### src/rtl/sb_param_ccff.sv
// 4-sided switch block with a double-buffered serial configuration chain.
// Define SB_CFG_PARITY_EN to append an even-parity bit to the configuration stream.
module sb_param_ccff #(
    parameter int W        = 4,
    parameter int NUM_PINS = 2
) (
    input  logic                    prog_clk,
    input  logic                    pReset,
    input  logic                    ccff_en,
    input  logic                    ccff_head,
    input  logic                    cfg_load,
    input  logic [W-1:0]            chan_in_top,
    input  logic [W-1:0]            chan_in_right,
    input  logic [W-1:0]            chan_in_bottom,
    input  logic [W-1:0]            chan_in_left,
    input  logic [4*NUM_PINS-1:0]   pin_in,
    output logic [W-1:0]            chan_out_top,
    output logic [W-1:0]            chan_out_right,
    output logic [W-1:0]            chan_out_bottom,
    output logic [W-1:0]            chan_out_left,
    output logic                    ccff_tail,
    output logic                    cfg_valid,
    output logic                    load_err
);

    localparam int SEL_W    = $clog2(3 + NUM_PINS);
    localparam int CFG_BITS = 4 * W * SEL_W;
`ifdef SB_CFG_PARITY_EN
    localparam int LEN      = CFG_BITS + 1;
`else
    localparam int LEN      = CFG_BITS;
`endif
    localparam int CNT_W    = $clog2(LEN + 1);
    localparam logic [CNT_W-1:0] CNT_FULL = CNT_W'(LEN);

    logic [LEN-1:0]      sreg_q, sreg_d;
    logic [CFG_BITS-1:0] cfg_q, cfg_d;
    logic [CNT_W-1:0]    cnt_q, cnt_d;
    logic                cfg_valid_q, cfg_valid_d;
    logic                load_err_q, load_err_d;
    logic                commit_ok;
    logic [CFG_BITS-1:0] sreg_cfg;

    // The parity bit is the last one shifted in, so it sits at sreg[0] and is dropped on commit.
`ifdef SB_CFG_PARITY_EN
    assign commit_ok = (cnt_q == CNT_FULL) && !(^sreg_q);
    assign sreg_cfg  = sreg_q[LEN-1:1];
`else
    assign commit_ok = (cnt_q == CNT_FULL);
    assign sreg_cfg  = sreg_q;
`endif

    always_comb begin
        sreg_d      = sreg_q;
        cfg_d       = cfg_q;
        cnt_d       = cnt_q;
        cfg_valid_d = cfg_valid_q;
        load_err_d  = load_err_q;
        if (ccff_en) begin
            sreg_d = {sreg_q[LEN-2:0], ccff_head};
            if (cnt_q != CNT_FULL) begin
                cnt_d = cnt_q + CNT_W'(1);
            end
        end
        // A commit samples the pre-shift chain; a shift in the same cycle counts as the first new bit.
        if (cfg_load) begin
            if (commit_ok) begin
                cfg_d       = sreg_cfg;
                cfg_valid_d = 1'b1;
                cnt_d       = ccff_en ? CNT_W'(1) : '0;
            end else begin
                load_err_d  = 1'b1;
            end
        end
    end

    always_ff @(posedge prog_clk or posedge pReset) begin
        if (pReset) begin
            sreg_q      <= '0;
            cfg_q       <= '0;
            cnt_q       <= '0;
            cfg_valid_q <= 1'b0;
            load_err_q  <= 1'b0;
        end else begin
            sreg_q      <= sreg_d;
            cfg_q       <= cfg_d;
            cnt_q       <= cnt_d;
            cfg_valid_q <= cfg_valid_d;
            load_err_q  <= load_err_d;
        end
    end

    logic [3:0][W-1:0] chan_in_all;
    logic [3:0][W-1:0] chan_out_all;

    assign chan_in_all[0] = chan_in_top;
    assign chan_in_all[1] = chan_in_right;
    assign chan_in_all[2] = chan_in_bottom;
    assign chan_in_all[3] = chan_in_left;

    for (genvar s = 0; s < 4; s++) begin : g_side
        logic [NUM_PINS-1:0] side_pins;
        assign side_pins = pin_in[s*NUM_PINS +: NUM_PINS];

        for (genvar i = 0; i < W; i++) begin : g_track
            logic [SEL_W-1:0]    sel;
            logic [NUM_PINS-1:0] pin_mask;
            logic                route;

            assign sel      = cfg_q[(s*W+i)*SEL_W +: SEL_W];
            assign pin_mask = NUM_PINS'(1) << (sel - SEL_W'(3));

            always_comb begin
                route = 1'b0;
                if (sel == SEL_W'(0)) begin
                    route = chan_in_all[(s+2)%4][i];
                end else if (sel == SEL_W'(1)) begin
                    route = chan_in_all[(s+1)%4][i];
                end else if (sel == SEL_W'(2)) begin
                    route = chan_in_all[(s+3)%4][i];
                end else if (32'(sel) < 32'(3 + NUM_PINS)) begin
                    route = |(side_pins & pin_mask);
                end
            end

            assign chan_out_all[s][i] = cfg_valid_q & route;
        end
    end

    assign chan_out_top    = chan_out_all[0];
    assign chan_out_right  = chan_out_all[1];
    assign chan_out_bottom = chan_out_all[2];
    assign chan_out_left   = chan_out_all[3];
    assign ccff_tail       = sreg_q[LEN-1];
    assign cfg_valid       = cfg_valid_q;
    assign load_err        = load_err_q;

endmodule

### config.mk
export PLATFORM = sky130hd
export DESIGN_NAME = sb_param_ccff
export DESIGN_NICKNAME = d
export VERILOG_FILES = /design/src/rtl/sb_param_ccff.sv
export SDC_FILE = /design/constraint.sdc
export NUM_CORES = 1
export LEC_CHECK = 0
export ABC_AREA = 0
export CORE_ASPECT_RATIO = 0.5
export CORE_MARGIN = 2
export CORE_UTILIZATION = 35
export DETAILED_ROUTE_END_ITERATION = 10
export DONT_BUFFER_PORTS = 1
export MAX_ROUTING_LAYER = met4
export PLACE_DENSITY = 0.51
export REMOVE_ABC_BUFFERS = 1
export SYNTH_ARGS = -nofsm -noshare
export SYNTH_HDL_FRONTEND = slang
export SYNTH_SLANG_ARGS = --single-unit
### constraint.sdc
create_clock -name prog_clk -period 7.55 [get_ports prog_clk]
set_input_delay 1.51 -clock prog_clk [delete_from_list [all_inputs] [get_ports prog_clk]]
set_output_delay 1.51 -clock prog_clk [all_outputs]
set_load 0.02 [all_outputs]
==> Word level (Yosys, flattened, before mapping) <==
Index checks and enable logic that the tools add are counted.
{ "totals": {"reg_bits": 104, "in_bits": 29, "out_inout_bits": 19} }
{ "op_classes": {"n_addsub": 17, "magnitude_cmp": 16, "eq_ne": 34, "shifts": 16, "mux": 69, "n_bitwise": 33, "n_reduce_logical": 34} }
{ "op_table": {"columns": ["op", "n"], "rows": [
  ["$mux W1", 65],
  ["$eq A3 B1 Y1 const B", 16],
  ["$eq A3 B2 Y1 const B", 16],
  ["$logic_not A3 Y1", 16],
  ["$lt A3 B3 Y1 const B", 16],
  ["$shl A1 B3 Y2 const A", 16],
  ["$sub A3 B2 Y3 const B", 16],
  ["$and A2 B2 Y2", 16],
  ["$reduce_or A2 Y1", 16],
  ["$mux W6", 4],
  ["$and A1 B1 Y1", 16],
  ["$add A6 B1 Y6 const B", 1],
  ["$eq A6 B6 Y1 const B", 1],
  ["$ne A6 B6 Y1 const B", 1],
  ["$reduce_and A2 Y1", 2],
  ["$not A1 Y1", 1]
]} }

==> Depth between registers and ports, before layout <==
Gate-level depths: netlist (run 1).
{ "depth": {"word_depth": 9, "depth_mapped": 8} }

==> Worst setup path after synthesis (run 1) <==
Ideal clock, no wire load.
{ "synth_path": {"kind": "input to output", "start": "in pin_in[6]", "end": "out chan_out_left[1]", "t_arrival_ps": 2467, "setup_slack_ps": 3573, "stages": 4, "path_buffers": 0, "cell_sequence": "nand3_1 -> o31ai_1 -> a221oi_1 -> a311oi_1"} }
{ "synth_via": {"elab_chain_cells": 7} }
{ "synth_rtl": {"columns": ["item", "line_no", "source"], "rows": [
  ["start, declared", "16", "input logic [4*NUM_PINS-1:0] pin_in,"],
  ["$and A2 B2 Y2", "122", "route = |(side_pins & pin_mask);"],
  ["$reduce_or A2 Y1", "122", null],
  ["$mux W1", "121", "end else if (32'(sel) < 32'(3 + NUM_PINS)) begin"],
  ["$mux W1", "119", "end else if (sel == SEL_W'(2)) begin"],
  ["$mux W1", "117", "end else if (sel == SEL_W'(1)) begin"],
  ["$mux W1", "115", "if (sel == SEL_W'(0)) begin"],
  ["$and A1 B1 Y1", "126", "assign chan_out_all[s][i] = cfg_valid_q & route;"],
  ["end, declared", "20", "output logic [W-1:0] chan_out_left,"]
]} }
Every way passes these cells.

==> Final worst setup path (run 1) <==
{ "layout_path": {"start": "in pin_in[5]", "end": "out chan_out_bottom[3]"} }
{ "layout_via": {"elab_chain_cells": 7} }
{ "layout_rtl": {"columns": ["item", "line_no", "source"], "rows": [
  ["$and A2 B2 Y2", "122", null],
  ["$reduce_or A2 Y1", "122", null],
  ["$mux W1", "121", null],
  ["$mux W1", "119", null],
  ["$mux W1", "117", null],
  ["$mux W1", "115", null],
  ["$and A1 B1 Y1", "126", null],
  ["end, declared", "19", "output logic [W-1:0] chan_out_bottom,"]
]} }
Every way passes these cells.

==> results by group, run 1 <==
Place
  – HPWL Detailed: 9.05 mm
  – Routability cong.: 0.801
  – Input/output buffers: 0
  – Pre-CTS WS: 3420 ps

Layout
  – Fill cells: 1,632
  – Share of cells above drive strength 1: 11.6%
  – Area growth from synthesis to layout: 8.09%
  – Post-layout nets: 675
  – Register area: 2600 µm²
  – Ant. Diodes: 0
  – Area occupied by multi-input gates: 2950 µm²

Synthesis
  – Avg Inst Size Synth: 10.0 µm²
  – Top post-synthesis cells by count: 104 x dfrtp_1, 82 x nand2_1, 66 x ha_1
  – Share of the synthesized area in the top cell type: 44.4%
  – Ranking of synthesized cells by area: dfrtp_1 44%, ha_1 14%, mux2_2 9.4%, nand2_1 5.3%, a21oi_1 4.0%
  – Leading area contributor after synthesis: dfrtp_1
  – Cells after synthesis: 585
  – Sequential share of the synthesized area: 44.4%
  – Flops & latches, synth: 104
  – Count leader, synth: dfrtp_1
  – Yosys cell types: 44
  – Post-Syn Area: 5860 µm²
  – EDFF count, synth: 0
  – Ys Warns: 0
  – Synth Flop Type: dfrtp_1
  – Async SR Flop Fraction: 100%

Detailed routing
  – WL met3: 498 µm
  – Metal2 WL: 5.83 mm
  – 1st-iter DRT viols: 303
  – Drt first pass iters: 4
  – Total number of vias: 4,020
  – Uppermost layer routed: met4
  – Routed WL per cell: 15.8 µm
  – WL final: 12.9 mm
  – Vias per cell: 4.95
  – DRC viols: 0
  – Final ANT Viol Nets: 0
  – WL met1: 6.38 mm

Critical path
  – Worst setup EP type: primary output
  – Worst r2r path cells: 6
  – Crit path launch type: input pin
  – Crit Path Class: input pin to primary output
  – Worst-path fanout max: 5
  – Critical Path RT: 6040 ps
  – Arrival time at the worst endpoint: 2630 ps

Die
  – Die width: 187 µm
  – Core area: 16,400 µm²
  – Die footprint: 17,900 µm²
  – Rows: 33
  – # IOs: 48
  – Initial Util: 35.8%
  – Die height: 95.5 µm

Clock tree
  – Htree depth: 3
  – Inserted Clock Buffers: 9
  – TritonCTS Sinks: 104
  – CTS hold repair buffers: 0
  – Clk Latency, worst-skew pair: 350 ps
  – Clock Pin Slew Worst Setup and Hold Paths: 60 ps
  – CTS Buffer Depth: 2
  – Post-CTS Setup Bufs: 0
  – Post-CTS sizing: 0
  – CTS Root Cell: clkbuf_16
  – CTS tree: done

Power and ir drop
  – Lkg Pwr: 3.01 nW
  – Cell Pwr Density: 301 nW/µm²
  – Worst vdd ir: 0.000120 V

Timing
  – Tmin final: 4140 ps
  – Final setup viols: 0
  – Clock skew after layout: 11.2 ps
  – Setup TNS: 0 ps
  – Hold Violations, Final: 0
  – Worst slew margin: 30.7%
  – Final period util: 54.9%
  – Pin slew with the least headroom to its limit: 1040 ps
  – Setup ws final: 3410 ps
  – Fmax achieved: 241 MHz
  – Final number of max-transition violations: 0
  – RSZ-0062 raised after global routing: no

Global route
  – Vias in the first global route: 3,881
  – Antenna violations before repair: 0
  – Largest net degree at the start of global routing: 85
  – Grt total ovfl: 0
  – Total track usage: 15.6%
  – First-pass GRT wire length: 20.7 mm

Hold path
  – Hold path cells: 2
  – Hold Path Class: flop to flop

Job
  – Max Cap Viol: 0

Status
  – Status: complete, no violations
==> state kept, by name, indices dropped and copies added (netlist names) <==
register and flops:
load_err 1, cfg_valid 1, sreg_cfg 48, cnt_q 6, cfg_q 48
==> worst paths after layout <==
check                             startpoint                 end  slack (ps)
worst max-delay path               pin_in[5]  chan_out_bottom[3]        3410
worst min-delay path            sreg_cfg[23]           cfg_q[23]         490
worst max register to register      cnt_q[0]           cfg_q[35]        5250
worst min register to register  sreg_cfg[23]           cfg_q[23]         490
max in group asynchronous             pReset        sreg_cfg[39]        5290
min in group asynchronous             pReset            load_err        1100
==> metrics by stage <==
| step | total power [mW] | cells | utilization [%] | hold WS, ps | cell area, µm² |
|---|---|---|---|---|---|
| finish | 1.90 | 812 | 38.6 | 491 | 6330 |
| global route | 2.05 | 812 | 38.6 | 523 | 6330 |
| CTS | 1.93 | 812 | 38.6 | 493 | 6330 |
| detailed placement | 1.48 | 796 | 37.0 | 474 | 6060 |
| global placement | 1.46 | 796 | 37.0 | 479 | 6060 |
| floorplan | 1.34 | 567 | - | 451 | 5760 |
==> layout by cell type, fill, tap and decap left out, types with 9 or more instances in the layout <==
master     instances
o21ai_1           34
nor2_1            17
o21ai_0           18
nand2_1           82
clkbuf_16          9
nand3_1           11
o22ai_1            9
ha_1              66
mux2_2            49
a21oi_1           47
dfrtp_1          104
inv_1             54
==> cell families (layout without fill, tap and decap cells) <==
| logic type | Yosys count | count (layout) | synth area share (%) |
|---|---|---|---|
| AOI/OAI and AO/OA | 135 | 135 | 13.4 |
| buffers and inverters | 73 | 73 | 5.25 |
| DFF | 104 | 104 | 44.4 |
| xor gates and xnor gates | 2 | 2 | 0.299 |
| muxes | 52 | 52 | 9.97 |
| and+or+nand+nor | 153 | 153 | 12.6 |
| adders and majority gates | 66 | 66 | 14.1 |
==> metal layers <==
layer | up-vias | track usage [%]
li1 | 2017 | -
met3 | 12 | 3.28
met1 | 1947 | 20.3
met5 | - | -
met4 | 0 | 4.37
met2 | 44 | 24.9
==> final cells by class <==
type                            instances  share of cell area (%)
Timing Repair Buffer                    2                   0.237
Sequential cell                       104                    41.1
Inverter                               55                    3.30
Clock inverter                          5                   0.632
Clock buffer                           11                    3.67
Multi-Input combinational cell        408                    46.6
Tap cell                              227                    4.48
==> worst max-delay path: stages <==
cell	delay, ps
nor4b_1	210
a31oi_1	120
a211oi_1	800
==> power by group <==
part           internal, mW  switching [mW]  leakage (nW)  total [mW]
registers             0.690           0.123          1.21       0.813
clock network         0.227           0.215         0.123       0.442
logic                 0.282           0.368          1.68       0.649
total                  1.20           0.706          3.01        1.90
No activity file was read; power rests on OpenSTA's default activity.
==> run 2: changes to the inputs <==
--- a/config.mk
+++ b/config.mk
@@ -12,7 +12,7 @@
 export DETAILED_ROUTE_END_ITERATION = 10
 export DONT_BUFFER_PORTS = 1
 export MAX_ROUTING_LAYER = met4
-export PLACE_DENSITY = 0.51
+export PLACE_DENSITY = 0.53
 export REMOVE_ABC_BUFFERS = 1
 export SYNTH_ARGS = -nofsm -noshare
 export SYNTH_HDL_FRONTEND = slang
==> constraint.sdc (replaced) <==
create_clock -name prog_clk -period 3.3 [get_ports prog_clk]
set_input_delay 0.66 -clock prog_clk [delete_from_list [all_inputs] [get_ports prog_clk]]
set_output_delay 0.66 -clock prog_clk [all_outputs]
set_load 0.02 [all_outputs]
==> run 2 against run 1 <==
Sequential power increased by 130%. Critical path depth increased by 3. Non-clock buffer count increased by 9. Final cell count increased by 0.99%. Combinational power increased by 130%. Routed wire length decreased by 0.37%. Utilization increased by 0.73 points. Clock power increased to 2.6 times the previous value. Via count increased by 1.1%. First-iteration DRC count decreased by 17%. Clock-buffer cell count decreased by 1. Final area increased by 1.9%. Largest cell class unchanged.
==> results by group, run 2 (synthesis results as in run 1) <==
Clock tree
  – Post-CTS Setup Bufs: 0
  – Inserted Clock Buffers: 9
  – Clk Latency, worst-skew pair: 340 ps
  – TritonCTS Sinks: 104
  – Htree depth: 3
  – Clock Pin Slew Worst Setup and Hold Paths: 70 ps
  – CTS Buffer Depth: 2
  – CTS hold repair buffers: 0
  – Post-CTS sizing: 0
  – CTS tree: done
  – CTS Root Cell: clkbuf_16

Layout
  – Commonest non-fill, non-tap cell in the layout: dfrtp_1
  – Fill cells: 1,610
  – Share of cells above drive strength 1: 13.0%
  – Commonest non-fill, non-tap cells in the layout: 104 x dfrtp_1, 82 x nand2_1, 66 x ha_1
  – Area growth from synthesis to layout: 10.1%
  – Post-layout nets: 684
  – Final Non-Filler Cells: 820
  – Ant. Diodes: 0
  – Post-route cell area: 6450 µm²

Power and ir drop
  – Sw power: 1.57 mW
  – Sw Ratio: 35.1%
  – Power Total: 4.47 mW
  – Clock share of power: 25.2%
  – Comb pwr share: 33.3%
  – Seq pwr share: 41.4%
  – Worst vdd ir: 0.000281 V
  – Int Pwr: 2.90 mW
  – Cell Pwr Density: 693 nW/µm²
  – Lkg Pwr: 3.09 nW

Critical path
  – Crit Path Class: flop to primary output
  – Worst setup EP type: primary output
  – Largest stage delay, worst path: 420 ps
  – Arrival time at the worst endpoint: 2080 ps
  – Slowest-stage cell, CP: dfrtp_1
  – Critical Path RT: 2640 ps
  – Worst-path fanout max: 5
  – Worst path cell trace: inv_1, ha_1, nor4b_1, a31oi_1, a211oi_1, buf_4
  – Crit path launch type: flop

Detailed routing
  – Routed WL per cell: 15.6 µm
  – WL final: 12.8 mm
  – Uppermost layer routed: met4
  – Drt first pass iters: 4
  – 1st-iter DRT viols: 253
  – Vias per cell: 4.95
  – Final ANT Viol Nets: 0
  – WL met1: 6.52 mm
  – Total number of vias: 4,063
  – WL met3: 292 µm
  – DRC viols: 0
  – Metal2 WL: 5.89 mm

Global route
  – Vias in the first global route: 3,779
  – Total track usage: 15.4%
  – First-pass GRT wire length: 20.5 mm
  – Largest net degree at the start of global routing: 55
  – Grt total ovfl: 0
  – Antenna violations before repair: 0

Timing
  – Clock skew after layout: 8.64 ps
  – Pin slew with the least headroom to its limit: 746 ps
  – Hold Violations, Final: 0
  – Final number of max-transition violations: 0
  – Worst slew margin: 50.3%
  – Tmin final: 2740 ps
  – Final period util: 82.9%
  – Setup ws final: 563 ps
  – Final setup viols: 0
  – RSZ-0062 raised after global routing: no
  – Fmax achieved: 365 MHz
  – Setup TNS: 0 ps

Place
  – Pre-CTS WS: 941 ps
  – Routability cong.: 0.847
  – HPWL Detailed: 9.44 mm
  – Cell Area, Placed: 6140 µm²
  – Post-Place Cells: 805
  – Input/output buffers: 0

Die
  – # IOs: 48
  – Initial Util: 35.8%
  – Core area: 16,400 µm²
  – Rows: 33
  – Die height: 95.5 µm
  – Die width: 187 µm
  – Die footprint: 17,900 µm²

Job
  – Max Cap Viol: 0

Hold path
  – Hold Path Class: input pin to asynchronous set/reset pin

Status
  – Status: complete, no violations
## run 2: cell type report
type / instances / area [µm²] / area share [%]
sequential: 104 / 2600 / 40.3
inverter: 55 / 209 / 3.24
tap: 227 / 284 / 4.40
clock inverter: 5 / 82.6 / 1.28
multi-input combinational: 408 / 2950 / 45.7
clock buffer: 10 / 229 / 3.55
timing repair buffer: 11 / 95.1 / 1.47
## run 2: worst paths after layout
kind	start	cells past startpoint	endpoint	slack, ps
max in group asynchronous	pReset	2	cfg_q[16]	2250
max	cfg_q[33]	6	chan_out_bottom[3]	560
min	pReset	1	cnt_q[3]	290
max reg2reg	cnt_q[0]	7	cfg_q[19]	1160
min reg2reg	sreg_cfg[14]	2	cfg_q[14]	490
min in group prog_clk	ccff_head	1	sreg_cfg[0]	470
## run 2: routing by layer
layer | vias to the layer above | GRT usage (%)
met4 | 0 | 3.77
met5 | - | -
met3 | 9 | 2.94
li1 | 2037 | -
met2 | 39 | 25.3
met1 | 1978 | 19.8
## run 2: power groups by stage
stage / logic, mW / registers, mW / clock network, mW
3_3_place_gp: 1.48 / 1.87 / 0
3_5_place_dp: 1.50 / 1.88 / 0
4_1_cts: 1.51 / 1.85 / 1.16
6_report: 1.49 / 1.85 / 1.13
5_1_grt: 1.66 / 1.91 / 1.21
2_1_floorplan: 1.27 / 1.80 / 0
## run 2: through the flow
stage / utilization, % / hold slack, ps
2_1_floorplan: - / 451
3_3_place_gp: 37.5 / 474
3_5_place_dp: 37.5 / 475
4_1_cts: 39.4 / 313
5_1_grt: 39.4 / 337
6_report: 39.4 / 287
## run 2: critical path, delay by kind of cell, from the launching register on
kind	cells	cell delay, ps
AO/OA/AOI/OAI	2	420
adder cells (fa/ha/maj)	1	310
buffers and inverters	2	310
flip-flops	1	420
AND/OR/NAND/NOR	1	260
==> run 3: changes to the inputs <==
==> constraint.sdc (replaced) <==
create_clock -name prog_clk -period 2.2 [get_ports prog_clk]
set_input_delay 0.44 -clock prog_clk [delete_from_list [all_inputs] [get_ports prog_clk]]
set_output_delay 0.44 -clock prog_clk [all_outputs]
set_load 0.02 [all_outputs]
==> run 3 against run 2 <==
Sequential power up 51%. Clock skew about the same. Non-clock buffer count up 72. Final cell count up 8.9%. Die area unchanged. Sequential share of layout area down 5.7 points. Utilization up 6.6 points. Largest power group is now combinational logic. The flow now finishes with violations (negative setup slack). Clock power up 41%. Final area up 17%. Critical path type unchanged. Clock-buffer cell count unchanged. Flip-flop and latch count unchanged. First-iteration DRC count up 5.1%.
==> results by group, run 3 (synthesis results as in run 1) <==
Clock tree
  – CTS Root Cell: clkbuf_16
  – Clk Latency, worst-skew pair: 350 ps
  – TritonCTS Sinks: 104
  – Inserted Clock Buffers: 9
  – Clock Pin Slew Worst Setup and Hold Paths: 70 ps
  – Htree depth: 3
  – CTS tree: done
  – CTS Buffer Depth: 2

Critical path
  – Worst path cell trace: inv_2, ha_4, nor4b_4, a31oi_1, a211oi_2, buf_4
  – Critical Path RT: 1760 ps
  – Crit path max-delay family: flip-flops
  – Worst setup EP type: primary output
  – Slowest-stage cell, CP: dfrtp_1
  – Crit path launch type: flop
  – RR Startpoint: cnt_q[0]
  – Worst R2R Setup Slack: 420 ps
  – Largest stage delay, worst path: 400 ps
  – CP Buf/Inv Count: 2
  – Arrival time at the worst endpoint: 1910 ps
  – Worst-path fanout max: 4
  – Stages on worst setup path: 6
  – Crit Path Class: flop to primary output
  – Worst flop-to-flop path endpoint: cfg_q[45]
  – Worst r2r path cells: 7

Timing
  – Setup ws final: -152 ps
  – Hold Violations, Final: 0
  – Clock skew after layout: 8.83 ps
  – RSZ-0062 raised after global routing: yes
  – Final setup viols: 8
  – Final period util: 107%
  – Fmax achieved: 425 MHz
  – Tmin final: 2350 ps
  – Final number of max-transition violations: 0
  – Worst slew margin: 71.1%
  – Pin slew with the least headroom to its limit: 433 ps

Die
  – Die height: 95.5 µm
  – # IOs: 48
  – Die footprint: 17,900 µm²
  – Core area: 16,400 µm²
  – Die width: 187 µm
  – Initial Util: 35.8%
  – Rows: 33

Detailed routing
  – Drt first pass iters: 4
  – WL final: 14.4 mm
  – Vias per cell: 5.05
  – Routed WL per cell: 16.1 µm
  – DRC viols: 0
  – 1st-iter DRT viols: 266
  – Total number of vias: 4,510
  – Final ANT Viol Nets: 0

Job
  – Max Cap Viol: 0

Layout
  – Area growth from synthesis to layout: 28.6%
  – Layout Utilization: 46.0%
  – Commonest non-fill, non-tap cells in the layout: 98 x dfrtp_1, 82 x nand2_1, 66 x buf_4
  – Register area: 2610 µm²
  – Post-route cell area: 7540 µm²
  – Ant. Diodes: 0
  – Share of cells above drive strength 1: 37.5%
  – Commonest non-fill, non-tap cell in the layout: dfrtp_1
  – Post-layout nets: 756
  – Fill cells: 1,494
  – Area occupied by multi-input gates: 3430 µm²

Power and ir drop
  – Power Total: 8.00 mW
  – Cell Pwr Density: 1060 nW/µm²
  – Lkg Pwr: 3.40 nW
  – Worst vdd ir: 0.000401 V

Hold path
  – Hold Path End: sreg_cfg[0]
  – Hold path cells: 1
  – Hold Path Class: input pin to flop
  – Hold Path Origin: ccff_head

Global route
  – Largest net degree at the start of global routing: 55
  – First-pass GRT wire length: 22.6 mm
  – Antenna violations before repair: 0
  – Total track usage: 16.9%
  – Vias in the first global route: 4,274
  – Grt total ovfl: 0

Place
  – Input/output buffers: 0
  – Routability cong.: 0.865
  – Cell Area, Placed: 6260 µm²
  – HPWL Detailed: 9.59 mm

Status
  – Failing checks: negative setup slack
  – Status: complete, but fails checks
## run 3: worst max-delay path by stage
stage,from,endpoint
final,cfg_q[34],chan_out_bottom[3]
after global routing,cfg_q[34],chan_out_bottom[3]
after CTS,cfg_q[30],chan_out_bottom[2]
after detailed placement,cfg_q[33],chan_out_bottom[3]
after global placement,cfg_q[33],chan_out_bottom[3]
after floorplan,pReset,cfg_q[0]
## run 3: report_power, final
part | internal, mW | leakage, nW | switching [mW]
combinational | 1.92 | 2.05 | 1.70
clock | 0.818 | 0.139 | 0.769
sequential | 2.37 | 1.21 | 0.425
total | 5.11 | 3.40 | 2.89
## run 3: area by class of cell
| type | instances | area share (%) |
|---|---|---|
| tap | 227 | 3.77 |
| inverter | 55 | 2.81 |
| sequential | 104 | 34.6 |
| clock buffer | 10 | 3.17 |
| clock inverter | 6 | 0.681 |
| multi-input combinational | 408 | 45.5 |
| timing repair buffer | 83 | 9.45 |
## run 3: routing by layer
layer  vias to the layer above  routed length (µm)  part of all wire (%)  global-route usage [%]
li1                       2200                   -                     -                       -
met1                      2224                6800                    47                    21.0
met2                        64                6870                    48                    28.2
met3                        22                 421                   2.9                    3.28
met4                         0                 287                   2.0                    5.22
met5                         -                   0                     0                       -
## run 3: repair_timing
action,CTS,global route
gates resized for setup,104,28
pin swaps,37,22
hold endpoints to repair,30,0
hold buffers,1,0
setup endpoints to repair,16,16
setup buffers,39,19
## run 3: per-stage QoR
stage / setup WS (ps) / hold WS [ps] / setup TNS, ps / cells
2_1_floorplan: -972 / 451 / -123330 / 567
3_3_place_gp: 91.7 / 349 / 0 / 818
3_5_place_dp: 93.6 / 354 / 0 / 818
4_1_cts: -64.1 / 234 / -294 / 874
5_1_grt: -190 / 236 / -1720 / 893
6_report: -152 / 243 / -407 / 893
